File: src/rtl/bht_upd_sched_if.sv
// Resolve-side bus of the BHT update scheduler.
// Carries both execute-pipe requests, control and the drain port.
interface bht_upd_sched_if #(
   parameter int addr_width = 32,
   parameter int DEPTH      = 4
);
   localparam int CW = $clog2(DEPTH) + 1;

   logic                  REQ0_VALID;
   logic [addr_width-1:0] REQ0_PC;
   logic                  REQ0_TAKE;
   logic                  REQ0_RDY;
   logic                  REQ1_VALID;
   logic [addr_width-1:0] REQ1_PC;
   logic                  REQ1_TAKE;
   logic                  REQ1_RDY;
   logic                  FLUSH;
   logic                  BHT_STALL;
   logic [addr_width-1:0] UPD_PC;
   logic                  UPD_TAKE;
   logic                  UPD_WE;
   logic [CW-1:0]         OCC;

   modport master (
      output REQ0_VALID, REQ0_PC, REQ0_TAKE,
      output REQ1_VALID, REQ1_PC, REQ1_TAKE,
      output FLUSH, BHT_STALL,
      input  REQ0_RDY, REQ1_RDY,
      input  UPD_PC, UPD_TAKE, UPD_WE, OCC
   );

   modport slave (
      input  REQ0_VALID, REQ0_PC, REQ0_TAKE,
      input  REQ1_VALID, REQ1_PC, REQ1_TAKE,
      input  FLUSH, BHT_STALL,
      output REQ0_RDY, REQ1_RDY,
      output UPD_PC, UPD_TAKE, UPD_WE, OCC
   );
endinterface

File: src/rtl/bht_upd_sched.sv
// Two-pipe BHT update scheduler: RR accept into a FIFO, one drain/cycle.
// Optional same-cycle idle bypass: define BHT_UPD_BYPASS_EN.
module bht_upd_sched #(
   parameter int addr_width = 32,
   parameter int DEPTH      = 4
) (
   input logic            CLK,
   input logic            RST,
   bht_upd_sched_if.slave bus
);
   localparam int CW = $clog2(DEPTH) + 1;
   localparam int PW = $clog2(DEPTH);

   typedef struct packed {
      logic [addr_width-1:0] pc;
      logic                  take;
   } ent_t;

   ent_t          mem_q [DEPTH];
   logic [PW-1:0] head_q, head_d;
   logic [PW-1:0] tail_q, tail_d;
   logic [CW-1:0] occ_q, occ_d;
   logic          rr_q, rr_d;

   logic [CW-1:0] free;
   logic          v0, v1, rdy0, rdy1;
   logic          acc0, acc1, both, any, fsel;
   logic          byp, we, deq;
   logic          wr0_en, wr1_en;
   ent_t          e0, e1, ent_a, ent_b;
   ent_t          wr0_ent, head_ent;

   assign v0 = bus.REQ0_VALID;
   assign v1 = bus.REQ1_VALID;
   assign e0 = '{pc: bus.REQ0_PC, take: bus.REQ0_TAKE};
   assign e1 = '{pc: bus.REQ1_PC, take: bus.REQ1_TAKE};

   // Accept decision from registered occupancy; loser on last slot waits.
   always_comb begin
      rdy0 = 1'b0;
      rdy1 = 1'b0;
      free = CW'(DEPTH) - occ_q;
      if (!RST && !bus.FLUSH) begin
         if (free >= CW'(2)) begin
            rdy0 = 1'b1;
            rdy1 = 1'b1;
         end else if (free == CW'(1)) begin
            rdy0 = !(v0 && v1) || !rr_q;
            rdy1 = !(v0 && v1) || rr_q;
         end
      end
   end

   assign acc0  = v0 && rdy0;
   assign acc1  = v1 && rdy1;
   assign both  = acc0 && acc1;
   assign any   = acc0 || acc1;
   assign fsel  = both ? rr_q : acc1;
   assign ent_a = fsel ? e1 : e0;
   assign ent_b = fsel ? e0 : e1;

`ifdef BHT_UPD_BYPASS_EN
   assign byp = (occ_q == '0) && !bus.BHT_STALL
             && !bus.FLUSH && any;
`else
   assign byp = 1'b0;
`endif

   assign we = !RST && !bus.FLUSH && !bus.BHT_STALL
            && ((occ_q != '0) || byp);
   assign deq = we && !byp;

   assign wr0_en  = byp ? both : any;
   assign wr0_ent = byp ? ent_b : ent_a;
   assign wr1_en  = !byp && both;

   assign head_ent = mem_q[head_q];

   // Next-state for pointers, occupancy and round-robin favour.
   always_comb begin
      occ_d  = occ_q + CW'(acc0) + CW'(acc1) - CW'(we);
      head_d = head_q + PW'(deq);
      tail_d = tail_q + PW'(wr0_en) + PW'(wr1_en);
      rr_d   = rr_q;
      if (v0 && v1 && (acc0 ^ acc1))
         rr_d = acc0;
   end

   // Control state; reset beats flush, flush keeps the rr favour.
   always_ff @(posedge CLK) begin
      if (RST) begin
         occ_q  <= '0;
         head_q <= '0;
         tail_q <= '0;
         rr_q   <= 1'b0;
      end else if (bus.FLUSH) begin
         occ_q  <= '0;
         head_q <= '0;
         tail_q <= '0;
      end else begin
         occ_q  <= occ_d;
         head_q <= head_d;
         tail_q <= tail_d;
         rr_q   <= rr_d;
      end
   end

   // Storage writes; winner at tail, second request right behind it.
   always_ff @(posedge CLK) begin
      if (wr0_en)
         mem_q[tail_q] <= wr0_ent;
      if (wr1_en)
         mem_q[tail_q + PW'(1)] <= ent_b;
   end

   assign bus.REQ0_RDY = rdy0;
   assign bus.REQ1_RDY = rdy1;
   assign bus.UPD_WE   = we;
   assign bus.UPD_PC   = byp ? ent_a.pc : head_ent.pc;
   assign bus.UPD_TAKE = byp ? ent_a.take : head_ent.take;
   assign bus.OCC      = occ_q;

`ifndef SYNTHESIS
   // Occupancy can never exceed the buffer size.
   always_ff @(posedge CLK) begin
      assert (occ_q <= CW'(DEPTH));
   end
`endif
endmodule

File: src/flat_wrapper.sv
// flat-port wrapper written by rule: the top's interface ports become plain ports
module bht_upd_sched_flat 
#(
   parameter int addr_width = 32,
   parameter int DEPTH      = 4
)
  (CLK, RST, bus_REQ0_VALID, bus_REQ0_PC, bus_REQ0_TAKE, bus_REQ1_VALID, bus_REQ1_PC, bus_REQ1_TAKE, bus_FLUSH, bus_BHT_STALL, bus_REQ0_RDY, bus_REQ1_RDY, bus_UPD_PC, bus_UPD_TAKE, bus_UPD_WE, bus_OCC);
  bht_upd_sched_if #(.addr_width(addr_width), .DEPTH(DEPTH)) bus_i ();
  input logic CLK;
  input logic RST;
  input wire logic [$bits(bus_i.REQ0_VALID)-1:0] bus_REQ0_VALID;
  input wire logic [$bits(bus_i.REQ0_PC)-1:0] bus_REQ0_PC;
  input wire logic [$bits(bus_i.REQ0_TAKE)-1:0] bus_REQ0_TAKE;
  input wire logic [$bits(bus_i.REQ1_VALID)-1:0] bus_REQ1_VALID;
  input wire logic [$bits(bus_i.REQ1_PC)-1:0] bus_REQ1_PC;
  input wire logic [$bits(bus_i.REQ1_TAKE)-1:0] bus_REQ1_TAKE;
  input wire logic [$bits(bus_i.FLUSH)-1:0] bus_FLUSH;
  input wire logic [$bits(bus_i.BHT_STALL)-1:0] bus_BHT_STALL;
  output wire logic [$bits(bus_i.REQ0_RDY)-1:0] bus_REQ0_RDY;
  output wire logic [$bits(bus_i.REQ1_RDY)-1:0] bus_REQ1_RDY;
  output wire logic [$bits(bus_i.UPD_PC)-1:0] bus_UPD_PC;
  output wire logic [$bits(bus_i.UPD_TAKE)-1:0] bus_UPD_TAKE;
  output wire logic [$bits(bus_i.UPD_WE)-1:0] bus_UPD_WE;
  output wire logic [$bits(bus_i.OCC)-1:0] bus_OCC;
  assign bus_i.REQ0_VALID = bus_REQ0_VALID;
  assign bus_i.REQ0_PC = bus_REQ0_PC;
  assign bus_i.REQ0_TAKE = bus_REQ0_TAKE;
  assign bus_i.REQ1_VALID = bus_REQ1_VALID;
  assign bus_i.REQ1_PC = bus_REQ1_PC;
  assign bus_i.REQ1_TAKE = bus_REQ1_TAKE;
  assign bus_i.FLUSH = bus_FLUSH;
  assign bus_i.BHT_STALL = bus_BHT_STALL;
  assign bus_REQ0_RDY = bus_i.REQ0_RDY;
  assign bus_REQ1_RDY = bus_i.REQ1_RDY;
  assign bus_UPD_PC = bus_i.UPD_PC;
  assign bus_UPD_TAKE = bus_i.UPD_TAKE;
  assign bus_UPD_WE = bus_i.UPD_WE;
  assign bus_OCC = bus_i.OCC;
  bht_upd_sched #(.addr_width(addr_width), .DEPTH(DEPTH)) u_core (.CLK(CLK), .RST(RST), .bus(bus_i));
endmodule
File: config.mk
export PLATFORM = sky130hd
export DESIGN_NAME = bht_upd_sched_flat
export DESIGN_NICKNAME = d
export VERILOG_FILES = /design/src/rtl/bht_upd_sched_if.sv /design/src/rtl/bht_upd_sched.sv /design/src/flat_wrapper.sv
export SDC_FILE = /design/constraint.sdc
export NUM_CORES = 1
export LEC_CHECK = 0
export CORE_MARGIN = 2
export CORE_UTILIZATION = 50
export DETAILED_ROUTE_END_ITERATION = 10
export PLACE_DENSITY = 0.74
export SYNTH_ARGS = -nofsm -noshare
export SYNTH_HDL_FRONTEND = slang
export SYNTH_SLANG_ARGS = --single-unit
File: constraint.sdc
create_clock -name CLK -period 5.35 [get_ports CLK]
set_input_delay 0.535 -clock CLK [delete_from_list [all_inputs] [get_ports CLK]]
set_output_delay 0.535 -clock CLK [all_outputs]
set_load 0.05 [all_outputs]
Word level (Yosys, flattened, before mapping)
Memory sizes are Yosys's and may differ from the RTL's. A register that Yosys moved wholly into a read port is not among the register bits.
Cells that the tools add are included.
{"block": "word_totals", "mem_bits_rw": 132, "reg_bits": 8, "mem_count": 1, "out_inout_bits": 39, "in_bits": 72}
{"block": "classes", "add_sub_neg": 8, "bitwise": 2, "mux": 14, "reduce_logical": 19, "order_cmp": 1, "n_eq_ne": 1}
{"memory": "u_core.mem_q", "depth": 4, "word_bits": 33, "rd": 1, "rd_clocked_by_memory_dff": 1, "write_ports": 2, "line_no": "bht_upd_sched.sv:19", "source": "ent_t mem_q [DEPTH];"}
{"op": "$mux W33", "n": 2}
{"op": "$mux W1", "n": 11}
{"op": "$logic_and A1 B1 Y1", "n": 8}
{"op": "$add A2 B1 Y2", "n": 3}
{"op": "$add A3 B1 Y3", "n": 2}
{"op": "$logic_not A1 Y1", "n": 5}
{"op": "$eq A3 B1 Y1 const B", "n": 1}
{"op": "$ge A3 B2 Y1 const B", "n": 1}
{"op": "$logic_or A1 B1 Y1", "n": 3}
{"op": "$reduce_bool A3 Y1", "n": 1}
{"op": "$sub A3 B1 Y3", "n": 1}
{"op": "$sub A3 B3 Y3 const A", "n": 1}
{"op": "$add A2 B1 Y2 const B", "n": 1}
{"op": "$mux W2", "n": 1}
{"op": "$reduce_and A2 Y1", "n": 1}
{"op": "$reduce_or A2 Y1", "n": 1}
{"op": "$not A1 Y1", "n": 1}
{"op": "$xor A1 B1 Y1", "n": 1}

Depth between registers and ports, before layout
{"block": "logic_depth", "word_depth": 10, "depth_mapped": 13, "mapped_depth_nobuf": 12}

Worst setup path after synthesis
OpenSTA, ideal clock, no wires.
{"block": "synth_path", "path_kind": "register to register", "from": "register u_core.occ_q[1], in the netlist u_core.bus.OCC[1]", "to": "memory u_core.mem_q[2][0] (netlist name), enable pin", "t_required_ns": 4.877, "slack_ns": -0.636, "stages_incl_launch_ff": 10, "t_arrival_ns": 5.513, "cell_sequence": "dfxtp_1 -> inv_1 -> ha_1 -> ha_1 -> nor3b_1 -> a21oi_1 -> and2_1 -> ha_1 -> inv_1 -> o31ai_1"}
{"item": "from (decl)", "line_no": "bht_upd_sched.sv:22", "source": "logic [CW-1:0] occ_q, occ_d;"}
{"item": "from (signal assigned)", "line_no": "bht_upd_sched.sv:92", "source": "occ_q <= '0;"}
{"item": "from (signal assigned)", "line_no": "bht_upd_sched.sv:97", "source": "occ_q <= '0;"}
{"item": "from (signal assigned)", "line_no": "bht_upd_sched.sv:101", "source": "occ_q <= occ_d;"}
{"item": "to (decl)", "line_no": "bht_upd_sched.sv:19"}

==> flow_metrics.py <==
metrics = {
    "finish": {
        "drive_above_1_share_pct": 40.2,
        "layoutNonFillerInstCount": 716,
        "final_common_cell": "edfxtp_1",
        "utilization_pct": 64.4,
        "fin_nets": 602,
        "synthToLayoutAreaGrowth_pct": 24.6,
        "num_antenna_cells": 0,
        "final_cell_mix": "132 x edfxtp_1, 120 x mux2_4, 110 x clkdlybuf4s50_1",
        "fin_area_sq_um": 9440,
    },
    "cts": {
        "insertion_delay_ns": 0.42,
        "cts_tree": "yes",
        "cts_resized": 0,
        "root_buffer": "clkbuf_16",
        "cts_buffers": 17,
        "hold_buffers": 0,
        "cts.clk_slew.worst_paths_ns": 0.06,
        "clockBufferDepth": 2,
        "clock-sinks": 140,
        "htreeDepth": 4,
        "cts_setup_buffers": 0,
    },
    "worst_setup_path": {
        "cp_num_buf_inv": 3,
        "rr_startpoint": "u_core.bus.OCC[1]$_SDFF_PP0_",
        "startpoint": "u_core.bus.OCC[1]$_SDFF_PP0_",
        "rr_worst_depth": 13,
        "cpMostUsedCell": "ha_1",
        "crit_type": "register to register",
        "crit_family": "simple AND/OR/NAND/NOR gates",
        "worst_path_max_delay_cell": "nor3_4",
        "cp.required_ns": 5.52,
        "r2r-end": "u_core.mem_q[1][0]$_DFFE_PP_",
        "cp-end-kind": "register",
        "critPathLaunchType": "register",
        "critPathArrivalTime_ns": 4.62,
        "r2r_slack_ns": 0.89,
        "worstPathMaxFanout": 18,
        "slowest_delay_ns": 0.86,
        "endpoint": "u_core.mem_q[1][0]$_DFFE_PP_",
        "path_cells": "inv_1 > ha_1 > ha_1 > nor3b_1 > a21bo_2 > nand3_1 > inv_1 > ha_1 > nand2_1 > mux2i_1 > nor3_4 > buf_4 > mux2_2",
        "path_depth": 13,
    },
    "placed_design": {
        "place_inst": 684,
        "pre_cts_ws_ns": 0.822,
        "port_buffers": 110,
        "place.gp.congestion": 0.838,
        "dp_hpwl_mm": 10.0,
        "place_area_sq_um": 8850,
    },
    "pwr": {
        "netSwitchingPower_mw": 0.632,
        "seqPwrFrac_pct": 43.6,
        "combPwrFrac_pct": 15.0,
        "cellPowerDensity_nw_per_um2": 305,
        "p_int_mw": 2.24,
        "power_mw": 2.88,
        "leakagePower_nw": 3.35,
        "peakVddDrop_uv": 220,
        "pwr-share-clk_pct": 41.4,
        "swShare_pct": 22.0,
    },
    "route": {
        "final_antenna_net_count": 0,
        "vias": 4077,
        "dr.pass1.iters": 4,
        "drcViolationCount": 0,
        "wl_per_cell_microns": 21.8,
        "vias_per_cell": 5.69,
        "wirelength_mm": 15.6,
        "drt_iter0_drc": 265,
    },
    "sta": {
        "tns_ns": 0,
        "final-max-slew-violation-count": 0,
        "slew_headroom_pct": 24.4,
        "layout_worst_path_cycle_share_pct": 83.3,
        "fmax_ghz": 0.224,
        "tightest_slew_ns": 1.13,
        "fin_skew_ns": 0.00570,
        "grt_setup_unrepaired": "no",
        "finalCriticalPeriod_ns": 4.46,
        "whs_ns": 0.677,
        "final-hold-violation-count": 0,
        "finalWorstSetupSlack_ns": 0.895,
        "setup_viol": 0,
    },
    "synth": {
        "synth_area_sq_um": 7570,
        "avgSynthCellArea_sq_um": 18.8,
        "yosysUniqueCellTypes": 32,
        "yosys.area.top_type": "edfxtp_1",
        "ys_ff_latch": 140,
        "ys_warn_count": 0,
        "netlist.area_leader.share_pct": 52.4,
        "synth_area_leaders": "edfxtp_1 52%, mux2_4 24%, mux4_2 9.8%",
        "synth_cells": 402,
        "synthesis.nets": 485,
        "yosysSeqAreaShare_pct": 54.5,
    },
    "grt": {
        "grt_pass1_wl_mm": 24.0,
        "grt_overflow": 0,
        "grt_pass1_vias": 4418,
        "grt_max_degree": 35,
        "antenna_found_initial": 0,
        "track_usage_pct": 20.0,
    },
    "floorplanning": {
        "die_area_sq_um": 16100,
        "die_h_microns": 127,
        "initial_core_util_pct": 51.7,
        "dieWidth_microns": 127,
        "fp-row-count": 44,
        "pin_count": 111,
        "coreArea_sq_um": 14600,
    },
    "min_path": {
        "hold_path_class": "register to register",
    },
    "status": {
        "outcome": "completed",
    },
    "flow_run": {
        "drv_cap": 0,
    },
}
[area by class of cell]
type | count | area [sq um]
Multi-Input combinational cell | 231 | 3280
Sequential cell | 140 | 4130
Timing Repair Buffer | 121 | 1180
Clock inverter | 10 | 146
Fill cell | 1040 | 5210
Inverter | 8 | 30.0
Clock buffer | 22 | 444
Tap cell | 184 | 230
[synth_stat cells (all sizes together)]
library cell,count
a21bo,1
a21o,1
a21oi,4
and2,3
and3b,1
buf,16
clkbuf,7
dfxtp,8
edfxtp,132
fa,3
ha,8
inv,8
mux2,132
mux2i,4
mux4,33
nand2,6
nand2b,2
nand3,4
nor2,9
nor2b,2
nor3,5
nor3b,4
o211ai,1
o31ai,2
or2,1
or4b,1
xnor2,3
xor2,1
[logic make-up (layout without fill, tap and decap cells)]
group,Yosys count,after routing,synth area share (%)
multiplexers,169,169,35.9
AO/OA/AOI/OAI,9,9,0.942
AND/OR/NAND/NOR,38,38,3.29
buffers and inverters,31,161,2.79
flip-flops,140,140,54.5
XOR/XNOR,4,4,0.463
adder cells (fa/ha/maj),11,11,2.12
[layer usage]
layer	share of wire, %	GRT usage (%)	vias to the layer above	routed length, microns
li1	-	-	1833	-
met1	41	25.0	2122	6340
met2	53	34.3	108	8310
met3	5.1	4.98	14	795
met4	1.1	7.05	0	170
met5	0	0	-	0
[registers in the layout, indices dropped and copies added, names as in the netlist]
| register | flops |
|---|---|
| u_core.bus.OCC | 3 |
| u_core.mem_q | 132 |
| u_core.rr_q | 1 |
| u_core.tail_q | 2 |
| u_core.head_q | 2 |
[power by group through the flow]
stage	clock network [mW]	registers, mW	logic, mW
floorplan	0	1.27	0.285
global placement	0	1.27	0.422
detailed placement	0	1.28	0.432
CTS	1.20	1.25	0.435
global route	1.25	1.26	0.453
finish	1.19	1.25	0.431
[worst reg2reg max path, stage by stage (launching register included)]
cell	delay, ns
dfxtp_1	0.42
inv_1	0.11
ha_1	0.20
ha_1	0.34
nor3b_1	0.38
a21bo_2	0.27
nand3_1	0.13
inv_1	0.06
ha_1	0.25
nand2_1	0.15
mux2i_1	0.13
nor3_4	0.86
buf_4	0.52
mux2_2	0.39
[how the worst min path moves through the flow]
stage,start,to,slack (ns),cells past startpoint
floorplan,u_core.head_q[0]$_SDFF_PP0_,u_core.head_q[0]$_SDFF_PP0_,0.54,2
global placement,u_core.bus.OCC[2]$_SDFF_PP0_,u_core.bus.OCC[2]$_SDFF_PP0_,0.68,3
detailed placement,u_core.bus.OCC[2]$_SDFF_PP0_,u_core.bus.OCC[2]$_SDFF_PP0_,0.67,3
CTS,u_core.bus.OCC[2]$_SDFF_PP0_,u_core.bus.OCC[2]$_SDFF_PP0_,0.69,3
global route,u_core.bus.OCC[2]$_SDFF_PP0_,u_core.bus.OCC[2]$_SDFF_PP0_,0.73,3
finish,u_core.bus.OCC[2]$_SDFF_PP0_,u_core.bus.OCC[2]$_SDFF_PP0_,0.68,3
(Power assumes the default switching activity.)
